## config.mk

```make
export PLATFORM = sky130hd
export DESIGN_NAME = bit_splitter_par
export DESIGN_NICKNAME = d
export VERILOG_FILES = /design/src/rtl/bit_splitter_par.sv
export SDC_FILE = /design/constraint.sdc
export NUM_CORES = 1
export LEC_CHECK = 0
export CAP_MARGIN = 15
export CORE_AREA = 2 2 39 41
export DETAILED_ROUTE_END_ITERATION = 12
export DIE_AREA = 0 0 41 43
export PLACE_DENSITY = 0.51
export SKIP_LAST_GASP = 1
export SYNTH_ARGS = -nofsm -noshare
export SYNTH_HDL_FRONTEND = slang
export SYNTH_SLANG_ARGS = --single-unit
```

## constraint.sdc

```tcl
create_clock -name clk -period 1.2 [get_ports clk]
set_clock_uncertainty 0.05 [all_clocks]
set_input_delay 0.24 -clock clk [delete_from_list [all_inputs] [get_ports clk]]
set_output_delay 0.24 -clock clk [all_outputs]
set_load 0.02 [all_outputs]
```

## src/rtl/bit_splitter_par.sv

```systemverilog
// Serial-to-parallel I/Q splitter: even bit indices feed the I rail and odd
// indices feed the Q rail, each MSB-first. Define GRAY_MAP_EN for Gray-coded rail words.
module bit_splitter_par #(
  parameter int SYM_BITS = 2
) (
  input  logic                    clk,
  input  logic                    rst,
  input  logic                    data,
  input  logic                    data_valid,
  input  logic                    align,
  output logic                    data_ready,
  output logic [SYM_BITS/2-1:0]   d1,
  output logic [SYM_BITS/2-1:0]   d2,
  output logic                    sym_valid,
  input  logic                    sym_ready
);

  localparam int RW = SYM_BITS / 2;
  localparam int KW = $clog2(SYM_BITS);
  localparam logic [KW-1:0] K_LAST = KW'(SYM_BITS - 1);

  logic [KW-1:0] k_q, k_d, k_eff;
  logic [RW-1:0] i_q, i_d, q_q, q_d, i_base, q_base;
  logic [RW:0]   i_cat, q_cat;
  logic [RW-1:0] d1_q, d1_d, d2_q, d2_d;
  logic          sv_q, sv_d;
  logic          accept;

  function automatic logic [RW-1:0] map_word(input logic [RW-1:0] b);
`ifdef GRAY_MAP_EN
    return b ^ (b >> 1);
`else
    return b;
`endif
  endfunction

  always_comb begin
    k_d    = k_q;
    i_d    = i_q;
    q_d    = q_q;
    d1_d   = d1_q;
    d2_d   = d2_q;
    sv_d   = sv_q;
    // An aligned bit restarts the symbol, so it shifts into empty rails at k=0.
    k_eff  = align ? '0 : k_q;
    i_base = align ? '0 : i_q;
    q_base = align ? '0 : q_q;
    i_cat  = {i_base, data};
    q_cat  = {q_base, data};
    data_ready = !((k_q == K_LAST) && sv_q && !sym_ready);
    accept = data_valid && data_ready;

    if (sv_q && sym_ready) sv_d = 1'b0;

    if (accept) begin
      if (!k_eff[0]) begin
        i_d = i_cat[RW-1:0];
        q_d = q_base;
      end else begin
        i_d = i_base;
        q_d = q_cat[RW-1:0];
      end
      if (k_eff == K_LAST) begin
        d1_d = map_word(i_d);
        d2_d = map_word(q_d);
        sv_d = 1'b1;
        k_d  = '0;
        i_d  = '0;
        q_d  = '0;
      end else begin
        k_d = k_eff + KW'(1);
      end
    end else if (align) begin
      k_d = '0;
      i_d = '0;
      q_d = '0;
    end
  end

  always_ff @(posedge clk) begin
    if (rst) begin
      k_q  <= '0;
      i_q  <= '0;
      q_q  <= '0;
      d1_q <= '0;
      d2_q <= '0;
      sv_q <= 1'b0;
    end else begin
      k_q  <= k_d;
      i_q  <= i_d;
      q_q  <= q_d;
      d1_q <= d1_d;
      d2_q <= d2_d;
      sv_q <= sv_d;
    end
  end

  assign d1        = d1_q;
  assign d2        = d2_q;
  assign sym_valid = sv_q;

endmodule

```

==> key figures <==
Run status
  – Outcome: complete, but fails checks
  – Failing checks: negative setup slack

Finish
  – Layout cells sized above 1: 46.9%
  – Nets@finish: 57
  – Area growth syn-to-layout: 71.1%
  – # diodes: 0
  – Final Non-Filler Cells: 65
  – Post-route design area: 488 um^2

Timing
  – Rel. slew slack: 87.7%
  – RSZ-0062 raised after global routing: yes
  – Setup ws final: -0.00540 ns
  – Fmax achieved: 830 MHz
  – WHS: 0.367 ns
  – Max-slew violations: 0
  – Setup violators final: 1
  – Actual slew at the worst max-slew pin: 0.179 ns
  – Crit path time final: 1.21 ns
  – Final worst-path cycle share: 100%
  – Final Hold Fails: 0

Critical path
  – Crit-path max FO: 4
  – WP data required: 1.29 ns
  – Slowest CP cell: dfxtp_2
  – CP Cell Sequence: buf_6, nor2b_4, ha_4, nor2b_2, a31oi_1, nor2_1
  – Longest individual stage delay on the worst path: 0.33 ns
  – Setup Crit Path Kind: register to register
  – Worst Path Arrival: 1.30 ns
  – CP startpoint kind: register
  – Worst Path Buf+Inv: 1
  – Delay-heaviest family, CP: flip-flops
  – Crit end category: register

Placement
  – Final RePlAce weighted congestion: 0.676
  – Placed Area: 457 um^2
  – DP HPWL: 519 um
  – Place WS: -0.542 ns
  – Placed cell count: 59
  – # port buffers: 9

Clock network
  – Root buf cell: clkbuf_4
  – CTS Hold Bufs: 0
  – CTS tree: yes
  – CTS Buf Count: 3
  – Clock tree buffer depth: 2
  – Worst skew pair latency: 0.25 ns
  – TritonCTS Sinks: 6
  – Clk slew on worst S/H paths: 0.05 ns
  – CTS H-tree depth: 1

Floorplan
  – Cell Rows: 14
  – Core ar.: 1380 um^2
  – Die outline width: 41 um
  – Die H: 43 um
  – Starting density of the core: 20.6%
  – Die area: 1760 um^2
  – Ports: 10

Run
  – Total of max-cap violations: 0

Yosys
  – Yosys warning total: 0
  – Top post-synthesis cells by count: 6 x dfxtp_1, 3 x nor2_1
  – Dominant cells by area after synthesis: dfxtp_1 42%, mux2_4 5.3%, nor3b_1 5.3%
  – Synth Net Count: 35
  – Synthesized instance count: 28
  – Share of synthesized registers carrying an async set or reset: 0%
  – Prevailing post-synth register cell: dfxtp_1
  – Yosys top cell area share: 42.1%
  – Most frequent cell after synthesis: dfxtp_1
  – Cell area after synthesis: 285 um^2
  – Sequential share of the synthesized area: 42.1%
  – Unique masters post-synth: 17
  – Flops & latches, synth: 6
  – Synth Area per Inst: 10.2 um^2
  – Cell taking the most area after synthesis: dfxtp_1
  – Post-synth EDFFs: 0

Power and ir drop
  – Peak supply drop: 0.000472 V
  – Lkg Pwr: 0.206 nW
  – Power Density: 1030 nW/um^2

Routing
  – 1st-pass router iterations: 1
  – WL final: 666 um
  – DR iter-0 viols: 0
  – Vias/cell: 4.22
  – Routed wire length per instance: 10.2 um
  – Antenna-violating nets left: 0
  – Detailed-route via count: 274
  – DRC viols: 0

Global route
  – Initial antenna violation count: 0
  – Number of global-route vias before repair: 293
  – Total gr overflow: 0
  – Largest net degree at the start of global routing: 6
  – Global Route Usage Sum: 9.63%
  – First-pass GRT wire length: 1150 um

Min path
  – Worst Hold Class: input port to register
-- flip-flops by register name, indices dropped and copies added (netlist names) --
signal and cells:
k_q 1, d1 1, sym_valid 1, q_q 1, i_q 1, d2 1
-- through the flow --
step | utilization [%] | setup TNS [ns] | total power, mW
after detailed placement | 33.0 | -2.04 | 0.300
final | 35.3 | -0.00540 | 0.502
after floorplan | - | -0.323 | 0.249
after global placement | 33.0 | -1.88 | 0.298
after CTS | 35.9 | -0.136 | 0.517
after global routing | 35.3 | -0.111 | 0.533
-- power by group --
part / total (mW) / switching [mW] / internal (mW)
Clock: 0.204 / 0.0774 / 0.126
Combinational: 0.0882 / 0.0340 / 0.0542
Sequential: 0.210 / 0.00403 / 0.206
Total: 0.502 / 0.115 / 0.386
-- worst reg2reg max path: stages, from the launching register on --
cell	delay (ns)
dfxtp_2	0.33
buf_6	0.10
nor2b_4	0.21
ha_4	0.19
nor2b_2	0.04
a31oi_1	0.13
nor2_1	0.05
-- cells by family (layout without fill, tap and decap cells) --
logic type                 Yosys count  count (layout)  synth area share (%)
AOI/OAI and AO/OA                    4               4                  10.5
adders and majority gates            1               1                  4.39
buffers and inverters                1              22                  1.31
DFF                                  6               6                  42.1
muxes                                3               3                  12.7
and+or+nand+nor                     13              13                  28.9
-- cell type report --
class | count | area [um^2]
Clock buffer | 4 | 26.3
Tap cell | 16 | 20.0
Sequential cell | 6 | 125
Timing Repair Buffer | 17 | 136
Inverter | 1 | 3.75
Fill cell | 149 | 896
Multi-Input combinational cell | 21 | 176
-- metal layers --
metal / part of all wire [%] / track usage [%]
met5: 0 / 0
met2: 45 / 13.8
met4: 0 / 6.00
met3: 8.1 / 3.14
met1: 47 / 11.9
-- placed cells by master, fill, tap and decap left out, drive strengths merged, types with 2 or more instances in the layout --
cell type / Yosys / routed
dfxtp: 6 / 6
clkbuf: 0 / 7
a31oi: 2 / 2
nor3b: 2 / 2
nor2: 3 / 3
nand2: 2 / 2
buf: 0 / 8
nor2b: 3 / 3
mux2: 2 / 2
dlygate4sd2: 0 / 2
clkdlybuf4s50: 0 / 3
-- final timing paths --
kind | start | depth (start not counted) | slack, ns | to
worst max-delay path | k_q$_SDFF_PP0_ | 6 | -0.005 | d2$_SDFFE_PP0P_
worst min-delay path | sym_ready | 3 | 0.37 | sym_valid$_SDFF_PP0_
worst max register to register | k_q$_SDFF_PP0_ | 6 | -0.005 | d2$_SDFFE_PP0P_
worst min register to register | q_q$_SDFF_PP0_ | 2 | 0.39 | q_q$_SDFF_PP0_
-- repair_timing --
item	in CTS	in global routing
pin swaps	2	2
resized for setup	9	7
setup endpoints to repair	8	7
setup buffers	2	0
Note: power is estimated with default switching activity, not from simulation.
